**src/rtl/mem_arb_pkg.sv**
```systemverilog
// mem_arb_pkg: shared types and constants for the two-port memory arbiter.
package mem_arb_pkg;

    localparam int   NUM_PORTS = 2;
    localparam logic PORT_CPU  = 1'b0;
    localparam logic PORT_DMA  = 1'b1;

    // Default request geometry (matches the arbiter's default parameters).
    localparam int REQ_AW = 32;
    localparam int REQ_DW = 32;

    typedef enum logic [1:0] {
        IDLE  = 2'd0,
        ISSUE = 2'd1,
        RESP  = 2'd2
    } arb_state_t;

    typedef struct packed {
        logic                  we;
        logic [REQ_AW-1:0]     addr;
        logic [REQ_DW-1:0]     wdata;
        logic [REQ_DW/8-1:0]   wmask;
    } mem_req_t;

    // The port that did not win last time.
    function automatic logic other_port(input logic port);
        return ~port;
    endfunction

endpackage

```
**src/rtl/arb_pick.sv**
```systemverilog
// arb_pick: combinational winner selection for the two-port arbiter.
// The tie-break policy lives here so the FSM stays policy-agnostic.
// Build option ARB_RR_EN: ties alternate away from the last winner;
// without it ties always go to the CPU port.
module arb_pick
    import mem_arb_pkg::*;
(
    input  logic [NUM_PORTS-1:0] valid_i,
    input  logic                 locked_i,
    input  logic                 grant_id_i,
`ifdef ARB_RR_EN
    input  logic                 last_winner_i,
`endif
    output logic                 winner_o,
    output logic                 any_o
);

    logic tie_winner_s;

`ifdef ARB_RR_EN
    assign tie_winner_s = other_port(last_winner_i);
`else
    assign tie_winner_s = PORT_CPU;
`endif

    // Lock pins the grant to the current owner; otherwise single valid wins, ties use the policy.
    always_comb begin
        winner_o = grant_id_i;
        any_o    = 1'b0;
        if (locked_i) begin
            winner_o = grant_id_i;
            any_o    = valid_i[grant_id_i];
        end else begin
            case (valid_i)
                2'b01: begin
                    winner_o = PORT_CPU;
                    any_o    = 1'b1;
                end
                2'b10: begin
                    winner_o = PORT_DMA;
                    any_o    = 1'b1;
                end
                2'b11: begin
                    winner_o = tie_winner_s;
                    any_o    = 1'b1;
                end
                default: begin
                    winner_o = grant_id_i;
                    any_o    = 1'b0;
                end
            endcase
        end
    end

endmodule

```
**src/rtl/mem_port_arbiter.sv**
```systemverilog
// mem_port_arbiter: shares a single-port synchronous memory (1-cycle read
// latency) between the CPU (port 0) and the loader/DMA (port 1).
// Each transaction walks IDLE -> ISSUE -> RESP; a per-port lock keeps the
// grant across multi-access sequences such as read-modify-write.
// Build option ARB_RR_EN enables round-robin tie-breaking.
module mem_port_arbiter
    import mem_arb_pkg::*;
#(
    parameter int AW = 32,
    parameter int DW = 32
) (
    input  logic            clk,
    input  logic            reset,
    input  logic            m0_valid_i,
    output logic            m0_ready_o,
    input  logic            m0_we_i,
    input  logic [AW-1:0]   m0_addr_i,
    input  logic [DW-1:0]   m0_wdata_i,
    input  logic [DW/8-1:0] m0_wmask_i,
    input  logic            m0_lock_i,
    output logic            m0_rsp_valid_o,
    output logic [DW-1:0]   m0_rdata_o,
    input  logic            m1_valid_i,
    output logic            m1_ready_o,
    input  logic            m1_we_i,
    input  logic [AW-1:0]   m1_addr_i,
    input  logic [DW-1:0]   m1_wdata_i,
    input  logic [DW/8-1:0] m1_wmask_i,
    input  logic            m1_lock_i,
    output logic            m1_rsp_valid_o,
    output logic [DW-1:0]   m1_rdata_o,
    output logic [AW-1:0]   mem_addr_o,
    output logic [DW-1:0]   mem_wdata_o,
    output logic            mem_we_o,
    output logic [DW/8-1:0] mem_wmask_o,
    input  logic [DW-1:0]   mem_rdata_i,
    output logic            grant_id_o,
    output logic            busy_o
);

    localparam int MW = DW / 8;

    localparam logic [1:0] ST_IDLE  = 2'(IDLE);
    localparam logic [1:0] ST_ISSUE = 2'(ISSUE);
    localparam logic [1:0] ST_RESP  = 2'(RESP);

    logic [1:0]           state_q;
    logic [1:0]           state_d;
    logic                 grant_id_q;
    logic                 locked_q;
    logic                 lock_pend_q;
    logic                 req_we_q;
    logic                 mem_we_q;
    logic [AW-1:0]        mem_addr_q;
    logic [DW-1:0]        mem_wdata_q;
    logic [MW-1:0]        mem_wmask_q;
`ifdef ARB_RR_EN
    logic                 last_winner_q;
`endif

    logic [NUM_PORTS-1:0] valid_s;
    logic                 winner_s;
    logic                 any_s;
    logic                 accept_s;
    logic                 sel_we_s;
    logic                 sel_lock_s;
    logic [AW-1:0]        sel_addr_s;
    logic [DW-1:0]        sel_wdata_s;
    logic [MW-1:0]        sel_wmask_s;

    assign valid_s = {m1_valid_i, m0_valid_i};

    arb_pick u_pick (
        .valid_i       (valid_s),
        .locked_i      (locked_q),
        .grant_id_i    (grant_id_q),
`ifdef ARB_RR_EN
        .last_winner_i (last_winner_q),
`endif
        .winner_o      (winner_s),
        .any_o         (any_s)
    );

    // Requests are only taken while idle; ready is a pure decode of that.
    assign accept_s   = (state_q == ST_IDLE) && any_s;
    assign m0_ready_o = accept_s && (winner_s == PORT_CPU);
    assign m1_ready_o = accept_s && (winner_s == PORT_DMA);

    // Route the winning port's request fields toward the capture registers.
    always_comb begin
        sel_we_s    = 1'b0;
        sel_lock_s  = 1'b0;
        sel_addr_s  = {AW{1'b0}};
        sel_wdata_s = {DW{1'b0}};
        sel_wmask_s = {MW{1'b0}};
        if (winner_s == PORT_DMA) begin
            sel_we_s    = m1_we_i;
            sel_lock_s  = m1_lock_i;
            sel_addr_s  = m1_addr_i;
            sel_wdata_s = m1_wdata_i;
            sel_wmask_s = m1_wmask_i;
        end else begin
            sel_we_s    = m0_we_i;
            sel_lock_s  = m0_lock_i;
            sel_addr_s  = m0_addr_i;
            sel_wdata_s = m0_wdata_i;
            sel_wmask_s = m0_wmask_i;
        end
    end

    // Transaction sequencing: one access per three cycles.
    always_comb begin
        state_d = state_q;
        case (state_q)
            ST_IDLE: begin
                if (accept_s) begin
                    state_d = ST_ISSUE;
                end else begin
                    state_d = ST_IDLE;
                end
            end
            ST_ISSUE: state_d = ST_RESP;
            ST_RESP:  state_d = ST_IDLE;
            default:  state_d = ST_IDLE;
        endcase
    end

    // State, grant, lock and memory-side registers; reset abandons any transaction.
    always_ff @(posedge clk) begin
        if (reset) begin
            state_q       <= ST_IDLE;
            grant_id_q    <= PORT_CPU;
            locked_q      <= 1'b0;
            lock_pend_q   <= 1'b0;
            req_we_q      <= 1'b0;
            mem_we_q      <= 1'b0;
            mem_addr_q    <= {AW{1'b0}};
            mem_wdata_q   <= {DW{1'b0}};
            mem_wmask_q   <= {MW{1'b0}};
`ifdef ARB_RR_EN
            last_winner_q <= PORT_DMA;
`endif
        end else begin
            state_q  <= state_d;
            mem_we_q <= 1'b0;
            if (accept_s) begin
                grant_id_q    <= winner_s;
                lock_pend_q   <= sel_lock_s;
                req_we_q      <= sel_we_s;
                mem_we_q      <= sel_we_s;
                mem_addr_q    <= sel_addr_s;
                mem_wdata_q   <= sel_wdata_s;
                mem_wmask_q   <= sel_wmask_s;
`ifdef ARB_RR_EN
                last_winner_q <= winner_s;
`endif
            end else begin
                grant_id_q    <= grant_id_q;
            end
            // The lock request captured at accept takes effect once the access is issued.
            if (state_q == ST_ISSUE) begin
                locked_q <= lock_pend_q;
            end else begin
                locked_q <= locked_q;
            end
        end
    end

    assign mem_addr_o  = mem_addr_q;
    assign mem_wdata_o = mem_wdata_q;
    assign mem_wmask_o = mem_wmask_q;
    assign mem_we_o    = mem_we_q;
    assign grant_id_o  = grant_id_q;
    assign busy_o      = (state_q != ST_IDLE);

    // Response pulse goes to the owner; read data is forwarded straight from memory.
    assign m0_rsp_valid_o = (state_q == ST_RESP) && (grant_id_q == PORT_CPU);
    assign m1_rsp_valid_o = (state_q == ST_RESP) && (grant_id_q == PORT_DMA);
    assign m0_rdata_o     = (m0_rsp_valid_o && !req_we_q) ? mem_rdata_i : {DW{1'b0}};
    assign m1_rdata_o     = (m1_rsp_valid_o && !req_we_q) ? mem_rdata_i : {DW{1'b0}};

endmodule

```
**config.mk**
```make
export PLATFORM = sky130hd
export DESIGN_NAME = mem_port_arbiter
export DESIGN_NICKNAME = d
export VERILOG_FILES = /design/src/rtl/mem_arb_pkg.sv /design/src/rtl/arb_pick.sv /design/src/rtl/mem_port_arbiter.sv
export SDC_FILE = /design/constraint.sdc
export NUM_CORES = 1
export LEC_CHECK = 0
export BUFFER_PORTS_ARGS = -buffer_cell sky130_fd_sc_hd__buf_2
export CAP_MARGIN = 0
export CORE_MARGIN = 8
export CORE_UTILIZATION = 41
export DETAILED_ROUTE_END_ITERATION = 16
export GPL_TIMING_DRIVEN = 0
export PLACE_DENSITY = 0.79
export SLEW_MARGIN = 0
export SYNTH_ARGS = -nofsm -noshare
export SYNTH_HDL_FRONTEND = slang
export SYNTH_SLANG_ARGS = --single-unit
```
**constraint.sdc**
```tcl
create_clock -name clk -period 1.7 [get_ports clk]
set_input_delay 0.085 -clock clk [delete_from_list [all_inputs] [get_ports clk]]
set_output_delay 0.085 -clock clk [all_outputs]
set_load 0.02 [all_outputs]
```
# Yosys cells after proc, flatten, opt, wreduce, memory -nomap -nowiden
# Cells that the tools add are included.
word_totals:
  ramBits: 0
  rom_bits: 0
  output_inout_bits: 139
  latchBits: 0
  elab_cells: 46
  ff_bits: 75
  mem_count: 0
op_classes:
  div: 0
  mux: 15
  mul: 0
  reduce_logical: 13
  n_shift: 0
  addsub: 0
  magnitude_cmp: 1
  n_bitwise: 3
  eq_ne: 5
ops:
  columns: ["op", "n"]
  rows:
  - ["32-bit 2-to-1 mux", 4]
  - ["1-bit 2-to-1 mux", 8]
  - ["1-bit logical AND", 7]
  - ["2-bit == test, second input constant", 3]
  - ["2-bit by 1-bit == test with 1-bit output, second input constant", 2]
  - ["4-bit 2-to-1 mux", 1]
  - ["2-bit one-hot mux with 2 select lines", 1]
  - ["2-bit OR reduction", 2]
  - ["1-bit NOT", 3]
  - ["3-bit OR reduction", 1]
  - ["2-bit logical NOT", 1]
  - ["1-bit by 2-bit < comparator with 1-bit output, second input constant", 1]
  - ["1-bit one-hot mux with 2 select lines", 1]
  - ["2-bit nonzero test", 1]
  - ["1-bit logical NOT", 1]

# Longest topological paths before layout
logic_depth:
  depth_word: 7
  mapped_depth: 8

# Hierarchy
# Synthesis repeated with hierarchy kept, for this count alone.
unflattened:
  hier_cells: 333
  hier_area_um2: 3987.6
by_module_without_submodules:
  columns: ["module", "instances", "area_each_um2", "cells_per_inst", "seq_area_each_um2"]
  rows:
  - ["mem_port_arbiter", 1, 3942.5, 327, 1501.4]
  - ["arb_pick", 1, 45.0, 6, 0.0]

# Worst setup path before layout
# No wires, ideal clock.
synth_timing:
  kind: "reg2out"
  startpoint: "register (tool-made name)"
  endpoint: "output m0_rdata_o[10]"
  path_stages_with_launch: 6
  path_slack_ns: -0.294
  path_buffers: 2
  arrival_ns: 1.909
  cell_sequence: "dfxtp_1 -> buf_2 -> nor3b_1 -> nor2b_1 -> clkbuf_1 -> and2_1"
synth_lines:
  columns: ["item", "line", "text"]
  rows:
  - ["to (decl)", "mem_port_arbiter.sv:22", "output logic [DW-1:0] m0_rdata_o,"]

==> impl_metrics.env <==
export IMPL_die_h_um=131
export IMPL_synthToLayoutAreaGrowth_pct=68.5
export IMPL_syn_area_um2=5410
export IMPL_worstPathMaxFanout=5
export IMPL_std_cell_rows=42
export IMPL_slew_headroom_pct=51.2
export IMPL_cts_root_buffer="clkbuf_16"
export IMPL_io_pins=315
export IMPL_synth_cell_types=29
export IMPL_crit_chain="buf_8, and3b_2, nor2b_4, buf_6, buf_6, buf_8, and2_4, buf_6"
export IMPL_tns_ns=-9.09
export IMPL_syn_inst=669
export IMPL_cp_start_kind="register"
export IMPL_viasPerCell=5.92
export IMPL_met2_usage_pct=48.0
export IMPL_final_cell_mix="buf_2, dfxtp_1, buf_6"
export IMPL_die_w_um=131
export IMPL_dp_slack_ns=-0.433
export IMPL_cts_tree="built"
export IMPL_async_flop_share_pct=0
export IMPL_io_buffers=314
export IMPL_routed_wl_um=27200
export IMPL_gr_usage_all_layers_pct=27.6
export IMPL_slowest_delay_ns=0.33
export IMPL_cts_max_level=3
export IMPL_whs_ns=0.131
export IMPL_r2r_end="mem_wmask_o[2]"
export IMPL_cts_sinks=75
export IMPL_nNetsFinal=1199
export IMPL_p_leak_nw=3.95
export IMPL_status="finished, violations left"
export IMPL_avgSynthCellArea_um2=8.09
export IMPL_num_vias=7160
export IMPL_tightest_slew_ns=0.732
export IMPL_drt_iter0_drc=584
export IMPL_antenna_found_initial=5
export IMPL_period_share_pct=109
export IMPL_start_util_pct=41.4
export IMPL_violations="negative setup slack"
export IMPL_numCtsBuffers=9
export IMPL_clk_pin_slew_ns=0.06
export IMPL_crit_path_end_kind="primary output"
export IMPL_top_usage_layer="met2"
export IMPL_cp_slowest_cell="dfxtp_2"
export IMPL_place_gp_congestion=0.878
export IMPL_grt_max_degree=13
export IMPL_ys_seq_elements=75
export IMPL_drv_slew=0
export IMPL_setup_viol_count_final=122
export IMPL_first_pass_iters=5
export IMPL_hold_violations=0
export IMPL_rr_worst_depth=7
export IMPL_ys_seq_area_share_pct=27.7
export IMPL_avgRoutedWirePerCell_um=22.5
export IMPL_min_to="mem_addr_o[15]"
export IMPL_dieArea_um2=17100
export IMPL_power_density_nw_per_um2=813
export IMPL_grtUsageMet1_pct=31.1
export IMPL_peakVddDrop_v=0.000506
export IMPL_coreArea_um2=13100
export IMPL_utilization_pct=69.7
export IMPL_whs_path_depth=3
export IMPL_cp_common_cell="buf_6"
export IMPL_hold_start="m0_addr_i[15]"
export IMPL_synth_flop_cell="dfxtp_1"
export IMPL_arrival_ns=1.77
export IMPL_grt_pass1_wl_um=37100
export IMPL_synth_edf_count=0
export IMPL_worstPathRequired_ns=1.62
export IMPL_cts_path_max_buffers=2
export IMPL_rsz0062_at_grt="yes"
export IMPL_yosysWarnings=0
export IMPL_timing_fmax_mhz=538
export IMPL_grt_use_met3_pct=6.45
export IMPL_grt_pass1_vias=7086
export IMPL_setup_ws_ns=-0.158
export IMPL_final_common_cell="buf_2"
export IMPL_skew_ns=0.00927
export IMPL_drt_antenna_violating_nets=0
export IMPL_route_detailed_drc=0
export IMPL_synth_fp_nets=845
export IMPL_clock_latency_ns=0.34
export IMPL_maxCapViolCount=0
export IMPL_gr_total_overflow=0
export IMPL_worstHoldPathType="in2reg"
export IMPL_r2r_setup_slack_ns=-0.12
export IMPL_min_period_ns=1.86
export IMPL_dpl_hpwl_um=17900
export IMPL_layout_drive_gt1_share_pct=55.3
export IMPL_critical_path_class="reg2out"
-- layout make-up --
cell class	instances	area (um^2)
Antenna cell	5	12.5
Clock inverter	4	72.6
Buffer	83	643
Inverter	4	15.0
Sequential cell	75	1500
Multi-Input combinational cell	506	4010
Fill cell	1028	3960
Tap cell	176	220
Clock buffer	12	256
Timing Repair Buffer	344	2380
-- through the flow --
| step | power [mW] | area (um^2) | cells |
|---|---|---|---|
| floorplan | 3.75 | 5460 | 669 |
| global placement | 4.61 | 7260 | 1159 |
| detailed placement | 4.64 | 7260 | 1159 |
| CTS | 6.91 | 8230 | 1187 |
| global route | 7.76 | 9120 | 1209 |
| finish | 7.42 | 9120 | 1209 |
-- cell families after synthesis --
group | Yosys count | share of synthesized area (%)
simple gates | 221 | 22.1
buf+inv | 88 | 7.10
flops | 75 | 27.7
compound gates | 282 | 42.5
mux | 3 | 0.601
-- worst max-delay path, delay by kind of cell (launching register included) --
kind / cells / cell delay [ns]
buf+inv: 5 / 0.61
flops: 1 / 0.33
simple gates: 3 / 0.49
-- state kept, by name, summed over array words and instances (netlist names), named ones only --
| name | count |
|---|---|
| mem_addr_o | 32 |
| req_we_q | 1 |
| mem_wdata_o | 32 |
| lock_pend_q | 1 |
| mem_we_o | 1 |
| state_q | 2 |
| locked_q | 1 |
| mem_wmask_o | 4 |
-- where the power goes --
group          internal, mW  switching (mW)
Clock                  1.36           0.755
Sequential             2.01           0.195
Combinational          1.38            1.71
-- repair_timing --
item                                    4_1_cts  5_1_grt
setup buffers                                 9       11
gates cloned                                  3        7
endpoints found under the hold margin         1        0
hold buffers                                  1        0
endpoints found under the setup margin      138      138
pin swaps                                    16       58
resized for setup                           192      222
-- worst max-delay path by stage --
stage              from               to  slack, ns  cells past startpoint
2_1_floorplan  register  mem_wdata_o[11]       0.02                      7
3_3_place_gp   locked_q    mem_addr_o[8]      -0.38                      6
3_5_place_dp   locked_q         req_we_q      -0.43                      6
4_1_cts        register   m1_rdata_o[14]      -0.13                      6
5_1_grt        register   m0_rdata_o[20]      -0.22                      7
6_report       register   m1_rdata_o[15]      -0.16                      8
-- synthesized netlist by cell type (2+ instances only) --
cell	n	area share [%]
a211oi_1	51	7.1
buf_6	3	0.62
nor3b_1	3	0.42
nor2_1	73	5.1
nand2_1	4	0.28
a22oi_1	68	9.4
clkbuf_1	54	3.7
buf_1	2	0.14
dfxtp_1	75	28
o21a_1	68	9.4
a211oi_2	18	4.2
nor2b_1	4	0.46
mux2_2	2	0.42
inv_1	4	0.28
o2111ai_1	69	11
buf_2	25	2.3
and2_1	64	7.4
a22o_1	2	0.32
nand2b_1	69	8.0
and3_1	2	0.23
-- routing by layer --
metal	share of wire, %	vias to the layer above
met5	0	-
li1	-	3245
met4	3.5	0
met1	37	3427
met2	50	417
met3	9.2	71
Note: power is estimated with default switching activity, not from simulation.
